File: config.mk
export PLATFORM = sky130hd
export DESIGN_NAME = nios2_rom_arbiter_flat
export DESIGN_NICKNAME = d
export VERILOG_FILES = /design/src/rtl/nios2_rom_arbiter_if.sv /design/src/rtl/nios2_rom_arbiter.sv /design/src/flat_wrapper.sv
export SDC_FILE = /design/constraint.sdc
export NUM_CORES = 1
export LEC_CHECK = 0
export ABC_AREA = 1
export CAP_MARGIN = 25
export CORE_MARGIN = 3
export CORE_UTILIZATION = 35
export DETAILED_ROUTE_END_ITERATION = 8
export PLACE_DENSITY = 0.81
export SLEW_MARGIN = 20
export SYNTH_ARGS = -nofsm -noshare
export SYNTH_HDL_FRONTEND = slang
export SYNTH_SLANG_ARGS = --single-unit
File: constraint.sdc
create_clock -name clk -period 1.6 [get_ports clk]
set_input_delay 0.32 -clock clk [delete_from_list [all_inputs] [get_ports clk]]
set_output_delay 0.32 -clock clk [all_outputs]
set_load 0.1 [all_outputs]
File: src/rtl/nios2_rom_arbiter_if.sv
// Master-side command/response bus into the ROM arbiter: command stalled by waitrequest,
// read data returned later with a one-cycle readdatavalid pulse.
interface nios2_rom_arbiter_if #(
  parameter int ADDR_W = 5,
  parameter int DATA_W = 16,
  parameter int BE_W   = 2
);
  logic [ADDR_W-1:0] address;
  logic              read;
  logic              write;
  logic [DATA_W-1:0] writedata;
  logic [BE_W-1:0]   byteenable;
  logic              waitrequest;
  logic [DATA_W-1:0] readdata;
  logic              readdatavalid;

  modport master (
    output address, read, write, writedata, byteenable,
    input  waitrequest, readdata, readdatavalid
  );

  modport slave (
    input  address, read, write, writedata, byteenable,
    output waitrequest, readdata, readdatavalid
  );
endinterface

File: src/rtl/nios2_rom_arbiter.sv
// Two-master round-robin arbiter sharing one single-port ROM (registered address, raw q).
// Latency: read accepted at edge T returns readdatavalid in the cycle after T+1; 1 read per 2 cycles.
// Backpressure: waitrequest held high except for the winner in IDLE; NIOS2_ROM_ARB_WRITE_EN enables ROM patch writes.
module nios2_rom_arbiter #(
  parameter int ADDR_W = 5,
  parameter int DATA_W = 16,
  parameter int BE_W   = 2
) (
  input  logic                clk,
  input  logic                reset_n,
  nios2_rom_arbiter_if.slave  m0,
  nios2_rom_arbiter_if.slave  m1,
  output logic [ADDR_W-1:0]   rom_address,
  output logic                rom_chipselect,
  output logic                rom_write,
  output logic                rom_debugaccess,
  output logic [DATA_W-1:0]   rom_writedata,
  output logic [BE_W-1:0]     rom_byteenable,
  output logic                rom_clken,
  input  logic [DATA_W-1:0]   rom_readdata,
  output logic                illegal_write
);

  typedef enum logic {IDLE = 1'b0, RDWAIT = 1'b1} state_t;

  state_t            state_q, state_d;
  logic              last_grant_q;
  logic              owner_q;
  logic [DATA_W-1:0] rd_dat_q [2];
  logic [1:0]        rd_vld_q;

  logic req0, req1, win, win_wr, accept;

  assign req0 = m0.read | m0.write;
  assign req1 = m1.read | m1.write;

  // Contention goes to the master that did not win last time.
  always_comb begin
    win = req1;
    if (req0 && req1) win = ~last_grant_q;
  end

  // Gated by reset_n so a held request cannot reach the ROM while in reset.
  assign accept = reset_n && (state_q == IDLE) && (req0 || req1);
  assign win_wr = win ? m1.write : m0.write;

  always_ff @(posedge clk or negedge reset_n) begin
    if (!reset_n) begin
      state_q      <= IDLE;
      last_grant_q <= 1'b1;
      owner_q      <= 1'b0;
    end else begin
      state_q <= state_d;
      if (accept) last_grant_q <= win;
      if (accept && !win_wr) owner_q <= win;
    end
  end

  always_comb begin
    state_d = state_q;
    case (state_q)
      IDLE:    if (accept && !win_wr) state_d = RDWAIT;
      RDWAIT:  state_d = IDLE;
      default: state_d = IDLE;
    endcase
  end

  always_comb begin
    m0.waitrequest  = 1'b1;
    m1.waitrequest  = 1'b1;
    rom_chipselect  = 1'b0;
    rom_write       = 1'b0;
    rom_debugaccess = 1'b0;
    rom_address     = win ? m1.address    : m0.address;
    rom_writedata   = win ? m1.writedata  : m0.writedata;
    rom_byteenable  = win ? m1.byteenable : m0.byteenable;
    if (accept) begin
      rom_chipselect = 1'b1;
      if (win) m1.waitrequest = 1'b0;
      else     m0.waitrequest = 1'b0;
`ifdef NIOS2_ROM_ARB_WRITE_EN
      rom_write       = win_wr;
      rom_debugaccess = win_wr;
`endif
    end
  end

  assign rom_clken = 1'b1;

  // ROM q is valid throughout RDWAIT; register it toward the owning master only.
  always_ff @(posedge clk or negedge reset_n) begin
    if (!reset_n) begin
      rd_dat_q[0] <= '0;
      rd_dat_q[1] <= '0;
      rd_vld_q    <= '0;
    end else begin
      rd_vld_q <= '0;
      if (state_q == RDWAIT) begin
        rd_dat_q[owner_q] <= rom_readdata;
        rd_vld_q[owner_q] <= 1'b1;
      end
    end
  end

  assign m0.readdata      = rd_dat_q[0];
  assign m1.readdata      = rd_dat_q[1];
  assign m0.readdatavalid = rd_vld_q[0];
  assign m1.readdatavalid = rd_vld_q[1];

`ifdef NIOS2_ROM_ARB_WRITE_EN
  assign illegal_write = 1'b0;
`else
  logic illegal_q;

  always_ff @(posedge clk or negedge reset_n) begin
    if (!reset_n)                illegal_q <= 1'b0;
    else if (accept && win_wr)   illegal_q <= 1'b1;
  end

  assign illegal_write = illegal_q;
`endif

endmodule
File: src/flat_wrapper.sv
// flat-port wrapper written by rule: the top's interface ports become plain ports
module nios2_rom_arbiter_flat 
#(
  parameter int ADDR_W = 5,
  parameter int DATA_W = 16,
  parameter int BE_W   = 2
)
  (clk, reset_n, rom_address, rom_chipselect, rom_write, rom_debugaccess, rom_writedata, rom_byteenable, rom_clken, rom_readdata, illegal_write, m0_address, m0_read, m0_write, m0_writedata, m0_byteenable, m0_waitrequest, m0_readdata, m0_readdatavalid, m1_address, m1_read, m1_write, m1_writedata, m1_byteenable, m1_waitrequest, m1_readdata, m1_readdatavalid);
  nios2_rom_arbiter_if #(.ADDR_W(ADDR_W), .DATA_W(DATA_W), .BE_W(BE_W)) m0_i ();
  nios2_rom_arbiter_if #(.ADDR_W(ADDR_W), .DATA_W(DATA_W), .BE_W(BE_W)) m1_i ();
  input  logic clk;
  input  logic reset_n;
  output logic [ADDR_W-1:0] rom_address;
  output logic rom_chipselect;
  output logic rom_write;
  output logic rom_debugaccess;
  output logic [DATA_W-1:0] rom_writedata;
  output logic [BE_W-1:0] rom_byteenable;
  output logic rom_clken;
  input  logic [DATA_W-1:0] rom_readdata;
  output logic illegal_write;
  input wire logic [$bits(m0_i.address)-1:0] m0_address;
  input wire logic [$bits(m0_i.read)-1:0] m0_read;
  input wire logic [$bits(m0_i.write)-1:0] m0_write;
  input wire logic [$bits(m0_i.writedata)-1:0] m0_writedata;
  input wire logic [$bits(m0_i.byteenable)-1:0] m0_byteenable;
  output wire logic [$bits(m0_i.waitrequest)-1:0] m0_waitrequest;
  output wire logic [$bits(m0_i.readdata)-1:0] m0_readdata;
  output wire logic [$bits(m0_i.readdatavalid)-1:0] m0_readdatavalid;
  input wire logic [$bits(m1_i.address)-1:0] m1_address;
  input wire logic [$bits(m1_i.read)-1:0] m1_read;
  input wire logic [$bits(m1_i.write)-1:0] m1_write;
  input wire logic [$bits(m1_i.writedata)-1:0] m1_writedata;
  input wire logic [$bits(m1_i.byteenable)-1:0] m1_byteenable;
  output wire logic [$bits(m1_i.waitrequest)-1:0] m1_waitrequest;
  output wire logic [$bits(m1_i.readdata)-1:0] m1_readdata;
  output wire logic [$bits(m1_i.readdatavalid)-1:0] m1_readdatavalid;
  assign m0_i.address = m0_address;
  assign m0_i.read = m0_read;
  assign m0_i.write = m0_write;
  assign m0_i.writedata = m0_writedata;
  assign m0_i.byteenable = m0_byteenable;
  assign m0_waitrequest = m0_i.waitrequest;
  assign m0_readdata = m0_i.readdata;
  assign m0_readdatavalid = m0_i.readdatavalid;
  assign m1_i.address = m1_address;
  assign m1_i.read = m1_read;
  assign m1_i.write = m1_write;
  assign m1_i.writedata = m1_writedata;
  assign m1_i.byteenable = m1_byteenable;
  assign m1_waitrequest = m1_i.waitrequest;
  assign m1_readdata = m1_i.readdata;
  assign m1_readdatavalid = m1_i.readdatavalid;
  nios2_rom_arbiter #(.ADDR_W(ADDR_W), .DATA_W(DATA_W), .BE_W(BE_W)) u_core (.clk(clk), .reset_n(reset_n), .m0(m0_i), .m1(m1_i), .rom_address(rom_address), .rom_chipselect(rom_chipselect), .rom_write(rom_write), .rom_debugaccess(rom_debugaccess), .rom_writedata(rom_writedata), .rom_byteenable(rom_byteenable), .rom_clken(rom_clken), .rom_readdata(rom_readdata), .illegal_write(illegal_write));
endmodule
==> results.json, run 1 <==
{
  "rrSetupSlack_ns": 0.25,
  "n_antenna_cell": 0,
  "cts_sinks": 38,
  "r2r-start": "u_core.last_grant_q",
  "fin_nets": 441,
  "first_global_vias": 2227,
  "synth-main-ff-cell": "dfrtp_1",
  "die_area_sq_um": 6273,
  "synth.distinct_cells": 22,
  "cts_tree": "built",
  "powerDensity_nw_per_um2": 2284,
  "insertion_delay_ns": 0.28,
  "end_kind": "output pin",
  "numPortBuffers": 128,
  "finalCriticalPeriod_ns": 1.891,
  "cts_buffer_depth": 2,
  "async_flop_share_pct": 100.0,
  "synth_enable_flop_cells": 0,
  "slowest_delay_ns": 0.56,
  "slew_violations": 0,
  "required_ns": 1.28,
  "dpl.hpwl_mm": 5.696,
  "syn_area_sq_um": 1876,
  "violations": "setup timing",
  "setup-tns-final_ns": -6.794,
  "hold_path.class": "in2async",
  "crit_path_frequent_cell": "nand2_4",
  "syn_area_per_cell_sq_um": 8.119,
  "numCtsBuffers": 5,
  "drive_gt1_share_pct": 40.64,
  "reg2reg_depth": 6,
  "synthTopCellsByArea": "dfrtp_1 49%, nand2_1 20%, o21ai_0 7.2%",
  "design_area_sq_um": 4365,
  "synth_top_area_share_pct": 49.37,
  "grt-ovfl-total": 0,
  "setup_viol": 25,
  "netlist_instances": 231,
  "initial_core_util_pct": 36.49,
  "fin_crit_sh_pct": 118.2,
  "arrival_ns": 1.57,
  "htreeDepth": 2,
  "ant_nets": 0,
  "grt_max_degree": 39,
  "synth-seq-cells": 38,
  "skew_ns": 0.004927,
  "syn_to_final_growth_pct": 132.8,
  "path_cells": "inv_2 > nor2_4 > nor2_8 > buf_8 > nand2_4 > nand2_4 > buf_12",
  "clock.fmax_ghz": 0.5288,
  "max-vdd-ir-drop_mv": 2.116,
  "yosysTopAreaCell": "dfrtp_1",
  "antenna_found_initial": 0,
  "drtIter0Drc": 51,
  "grt_usage_pct": 24.69,
  "total_leakage_power_nw": 2.114,
  "cp.depth": 7,
  "die_y_um": 79.21,
  "cts_root_buffer": "clkbuf_8",
  "rr_endpoint": "u_core.owner_q",
  "worstPathMaxFanout": 8,
  "setup.worst_path.start": "u_core.last_grant_q",
  "finalHoldViolations": 0,
  "slowest_stage": "dfstp_2",
  "cp_num_buf_inv": 3,
  "path_clk_slew_ns": 0.07,
  "start_kind": "flip-flop",
  "synth.most_common_cell": "nand2_1",
  "dr.pass1.iters": 6,
  "path_class": "reg2out",
  "synthTopCellsByCount": "100 x nand2_1, 37 x dfrtp_1, 27 x o21ai_0",
  "wl_per_cell_um": 17.03,
  "wirelength_mm": 7.561,
  "ys_warn_count": 0,
  "outcome": "complete, but fails checks",
  "io-pin-count": 132,
  "ys_seq_area_share_pct": 50.77,
  "maxCapViolCount": 0,
  "viasPerCell": 4.628,
  "num_rows": 26,
  "gp_congestion": 0.7255,
  "grt_setup_unrepaired": "true",
  "drc": 0,
  "path_delay_family": "flip-flops",
  "core_region_area_sq_um": 5140,
  "grt_pass1_wl_mm": 11.90,
  "placed_cell_area_sq_um": 4068,
  "vias": 2055,
  "worst_slack_ns": -0.2909,
  "die_w_um": 79.21
}
[flip-flops by register name, summed over array words and instances (netlist names)]
register              flops
u_core.state_q            1
u_core.illegal_write      1
u_core.m1.readdata       16
u_core.rd_vld_q           2
u_core.owner_q            1
u_core.last_grant_q       1
u_core.m0.readdata       16
[cells by family (layout without fill, tap and decap cells)]
logic type	count (synthesis)	count (layout)	synth area share, %
simple gates	120	121	28.69
flops	38	38	50.77
buf+inv	36	177	10.01
compound gates	35	35	10.14
other cells	2	3	0.4004
[report_power, final]
group / internal [mW] / switching [mW]
clock network: 0.347 / 0.308
registers: 1.38 / 0.460
logic: 2.56 / 4.92
total: 4.29 / 5.68
[metrics by stage]
stage	setup slack, ns	hold slack (ns)	utilization (%)	std cells	power, mW
6_report	-0.2909	0.1008	84.93	444	9.970
2_1_floorplan	-0.2109	0.02441	-	232	6.209
5_1_grt	-0.3386	0.1316	84.93	444	10.31
3_3_place_gp	-0.3860	0.4199	79.14	430	9.030
4_1_cts	-0.2886	0.1076	84.06	442	9.981
3_5_place_dp	-0.4278	0.4186	79.14	430	9.161
[placed cells by master (no fill, tap or decap), types with 3 or more instances in the layout]
cell type / instances
dfrtp_1: 37
clkbuf_8: 6
nor2_4: 3
inv_2: 3
nand2_4: 42
buf_12: 63
nand2_2: 8
clkdlybuf4s50_1: 62
nand2_1: 62
o21ai_0: 27
buf_4: 12
o21ai_1: 6
inv_1: 20
conb_1: 3
[final cells by class]
class                           instances  area (sq um)
Timing Repair Buffer                  146          2074
Multi-Input combinational cell        159          1074
Sequential cell                        38         952.2
Fill cell                             278         774.5
Tap cell                               70         87.58
Clock buffer                            7         86.33
Inverter                               23         86.33
Clock inverter                          1         5.005
[repair_timing]
action                                  in CTS  in global routing
buffers inserted                             2                  2
cloned                                       2                  0
pin swaps                                    4                  3
resized for setup                           38                  8
endpoints found under the setup margin      26                 26
hold buffers                                 0                  0
[metal layers]
metal  share of wire (%)  wire [um]  up-vias  track usage [%]
met4                 1.2         92        0            5.155
met3                  12        887       10            11.00
met5                   0          0        -                0
li1                    -          -      985                -
met1                  35       2630      946            25.83
met2                  52       3950      114            45.37
[worst max-delay path by stage]
stage,endpoint,slack (ns)
after global routing,rom_address[3],-0.34
after CTS,rom_writedata[14],-0.29
after global placement,rom_writedata[4],-0.39
after detailed placement,rom_writedata[4],-0.43
after floorplan,m1_waitrequest,-0.21
final,rom_writedata[7],-0.29
(Power assumes the default switching activity.)
==> run 2, diff against run 1 <==
Settings changed: CORE_UTILIZATION 35 to 38, PLACE_DENSITY 0.81 to 0.86, SKIP_CTS_REPAIR_TIMING set to 1.
Clock period 1.6 ns to 2.2 ns, I/O delays scaled along.
==> results.json, run 2 (synthesis results as in run 1) <==
{
  "outcome": "completed",
  "final_core_util_pct": 80.15,
  "cts_buffer_depth": 2,
  "antenna_found_initial": 0,
  "die_area_sq_um": 5815,
  "total_leakage_power_nw": 1.881,
  "cts_sinks": 38,
  "drive_gt1_share_pct": 31.10,
  "vias": 2054,
  "r2r-start": "u_core.last_grant_q",
  "insertion_delay_ns": 0.29,
  "final_common_cell": "nand2_1",
  "cts_root_buffer": "clkbuf_8",
  "cts_tree": "built",
  "multi_input_area_sq_um": 792.0,
  "maxCapViolCount": 0,
  "slew_violations": 0,
  "whs_ns": 0.2016,
  "fin_crit_sh_pct": 97.21,
  "ff_latch_area_sq_um": 952.2,
  "grt_max_degree": 39,
  "drc": 0,
  "first_global_vias": 2033,
  "htreeDepth": 2,
  "required_ns": 1.76,
  "worst_pin_slew_ns": 0.5848,
  "fill_cells": 293,
  "wirelength_mm": 6.855,
  "slew_headroom_pct": 61.01,
  "reg2reg_depth": 6,
  "ant_nets": 0,
  "path_class": "in2out",
  "end_kind": "output pin",
  "dpl.hpwl_mm": 5.127,
  "setup_viol": 0,
  "initial_core_util_pct": 41.09,
  "grt_usage_pct": 21.97,
  "dr.pass1.iters": 4,
  "arrival_ns": 1.70,
  "num_rows": 24,
  "place_inst": 424,
  "hold_path.class": "in2async",
  "placed_cell_area_sq_um": 3411,
  "gp_congestion": 0.7764,
  "viasPerCell": 4.689,
  "skew_ns": 0.004893,
  "pre_cts_ws_ns": -0.1040,
  "setup-tns-final_ns": 0,
  "rrSetupSlack_ns": 0.88,
  "grt_pass1_wl_mm": 10.17,
  "endpoint": "rom_writedata[13]",
  "start_kind": "primary input",
  "numPortBuffers": 128,
  "syn_to_final_growth_pct": 95.06,
  "die_y_um": 76.26,
  "n_antenna_cell": 0,
  "max-vdd-ir-drop_mv": 1.428,
  "clock.fmax_ghz": 0.4676,
  "grt-ovfl-total": 0,
  "finalPower_mw": 6.186,
  "core_region_area_sq_um": 4564,
  "die_w_um": 76.26,
  "drtIter0Drc": 120,
  "numCtsBuffers": 5,
  "rr_endpoint": "u_core.last_grant_q",
  "path_clk_slew_ns": 0.07,
  "setup.worst_path.start": "m0_write",
  "fin_nets": 440,
  "worst_slack_ns": 0.06141,
  "design_area_sq_um": 3659,
  "finalCriticalPeriod_ns": 2.139,
  "final_cells": 438,
  "wl_per_cell_um": 15.65,
  "final_cell_mix": "95 x nand2_1, 62 x clkdlybuf4s50_1, 45 x buf_4, 37 x dfrtp_1, 28 x buf_12",
  "worstPathMaxFanout": 6,
  "powerDensity_nw_per_um2": 1691,
  "io-pin-count": 132,
  "finalHoldViolations": 0
}
## run 2: changes by cell type in the layout (fill, tap and decap cells not counted), moves of 2 or more
cell / delta
buf_12: -35
buf_4: +33
clkbuf_16: +2
dlygate4sd2_1: -2
dlymetal6s2s_1: +4
inv_1: +2
inv_2: -3
nand2_1: +33
nand2_2: +9
nand2_4: -41
## run 2: critical path, cell delays in order
cell and delay (ns):
dlymetal6s2s_1 0.18, o21ai_2 0.51, nand2_4 0.16, nand2_1 0.11, nand2_1 0.10, buf_12 0.18
## run 2: final cells by class
type | instances | area share [%]
Clock buffer | 6 | 2.257
Clock inverter | 2 | 0.3420
Inverter | 23 | 2.497
Timing Repair Buffer | 144 | 45.01
Sequential cell | 38 | 26.03
Tap cell | 65 | 2.223
Multi-Input combinational cell | 160 | 21.65
## run 2: worst min path at each step
stage / startpoint / end / slack, ns / depth (start not counted)
after floorplan: reset_n / u_core.illegal_write / 0.14 / 0
after global placement: u_core.illegal_write / u_core.illegal_write / 0.45 / 2
after detailed placement: u_core.illegal_write / u_core.illegal_write / 0.46 / 2
after CTS: reset_n / u_core.m0.readdata[11] / 0.21 / 2
after global routing: reset_n / u_core.m0.readdata[4] / 0.22 / 2
final: reset_n / u_core.m0.readdata[11] / 0.20 / 2
## run 2: power by group
part / switching, mW / internal, mW / leakage (nW) / total, mW
logic: 3.45 / 1.07 / 1.37 / 4.51
registers: 0.180 / 1.00 / 0.466 / 1.18
clock network: 0.238 / 0.252 / 0.0472 / 0.490
## run 2: layer usage
metal	up-vias	GRT usage, %	part of all wire (%)
li1	982	-	-
met1	965	22.58	36
met4	0	7.609	1.7
met3	10	5.201	6.6
met5	-	0	0
met2	97	42.79	56
==> RTL edit, RTL diff (settings of run 2) <==
The option `NIOS2_ROM_ARB_WRITE_EN` is turned on by a define.
--- a/src/rtl/nios2_rom_arbiter.sv
+++ b/src/rtl/nios2_rom_arbiter.sv
@@ -1,6 +1,8 @@
 // Two-master round-robin arbiter sharing one single-port ROM (registered address, raw q).
 // Latency: read accepted at edge T returns readdatavalid in the cycle after T+1; 1 read per 2 cycles.
 // Backpressure: waitrequest held high except for the winner in IDLE; NIOS2_ROM_ARB_WRITE_EN enables ROM patch writes.
+`define NIOS2_ROM_ARB_WRITE_EN
+
 module nios2_rom_arbiter #(
   parameter int ADDR_W = 5,
   parameter int DATA_W = 16,
Check against the original RTL: not equivalent (a bounded check fails within 4 cycles, from zero or initial values and one cycle with reset_n low).
==> RTL edit against run 2 <==
  * Sequential cell count shrank 1
  * Core utilization shrank 1.4 points
  * Area after synthesis shrank 5.4%
  * Wire length shrank 13%
  * Non-clock buffer count shrank 3
  * Setup slack gained 74 ps
  * Final area shrank 4.4%
  * Critical endpoint is now rom_address[0]
Power is not shown: default switching activity piles up to over one toggle a cycle in this logic, so the estimate is an artifact.
==> RTL edit: results <==
[clocking]
clkTransAtPathRegs_ps = 70
cts_htree_levels = 2
cts_made_buffers = 5
clk_latency_ps = 270
root_buffer = clkbuf_8
clock_path_buffers = 2

[synth]
synth_xor_area_frac = 0
synthTopCellsByArea = dfrtp_1 51%, nand2_1 23%, o21ai_0 7.6%
synth_common_cells = 109 x nand2_1, 36 x dfrtp_1, 27 x o21ai_0
synth-async-reset-ratio = 1.00
synth_nets = 296
synth_adder_area_share = 0
synth-compound-area-share = 0.110
yosysWarnings = 0
synth.yosys.seq_area_share = 0.523
synthFlopType = dfrtp_1
synth_cell_types = 20
muxShareOfSynthArea = 0
synth_top_cell_area_share = 0.508

[route]
firstDrtPassIters = 4
drt_iter0_markers = 61
wirelength_um = 6000
vias = 1902

[setup_path]
r2r_start = u_core.state_q
critPathMaxFanout = 11
crit_slowest_cell = dfstp_2
crit_arrival_ps = 1620
r2r-end = u_core.m0.readdata[9]
max_stage_delay_ps = 540
r2r_slack_ps = 870
ff2ff_path_depth = 5

[outcome]
status = finished clean

[placed_design]
portBuffers = 129
dp_hpwl_um = 4710
place_congestion = 0.861

[global_route]
grt_pass1_wl_um = 8340
grt_pass1_vias = 1789
grt_use_total = 0.198
grt_max_degree = 38
grt_antenna_before_repair = 1

[finish]
antenna_cells = 0
drive_above_1_share = 0.264
nets = 431
fillerInstances = 315

[min_path]
min_path_type = in -> async

[sta]
clock_skew_ps = 3.17
==> RTL edit: how the worst max path moves through the flow <==
stage / start / endpoint / slack (ps) / depth (start not counted)
final: u_core.last_grant_q / rom_address[0] / 140 / 7
after global routing: u_core.last_grant_q / rom_writedata[10] / 50 / 7
after CTS: m0_write / rom_address[0] / -100 / 8
after detailed placement: m0_write / rom_address[0] / -90 / 8
after global placement: m0_write / rom_writedata[3] / -30 / 8
after floorplan: m1_write / rom_write / -320 / 5
==> RTL edit: stage by stage <==
step	hold slack [ps]	setup slack, ps	instances	setup TNS [ps]	area (µm²)
CTS	250	-100	413	-1590	3450
floorplan	144	-316	228	-742	1800
global route	277	49.7	415	0	3500
detailed placement	470	-86.4	406	-1420	3360
global placement	456	-31.5	406	-532	3360
finish	243	136	415	0	3500
==> RTL edit: layout make-up <==
class                      count  share of cell area
timing repair buffer         141               0.468
sequential                    37               0.265
tap                           52              0.0186
inverter                      23              0.0247
multi-input combinational    155               0.199
clock buffer                   7              0.0247
==> RTL edit: cell families after synthesis <==
kind of cell | count (synthesis)
AOI/OAI and AO/OA | 36
DFF | 37
buffers and inverters | 36
other | 2
and+or+nand+nor | 117
==> RTL edit: critical path: cells and delay by family (launching register included) <==
| family | cells | cell delay [ps] |
|---|---|---|
| flip-flops | 1 | 540 |
| AND/OR/NAND/NOR | 4 | 420 |
| buffers and inverters | 3 | 390 |
==> RTL edit: metal layers <==
layer,vias up,GRT usage,share of wire
met2,41,0.363,0.59
met5,-,0,0.0015
li1,958,-,-
met3,6,0.0392,0.035
met1,895,0.232,0.37
met4,2,0.0613,0.0088
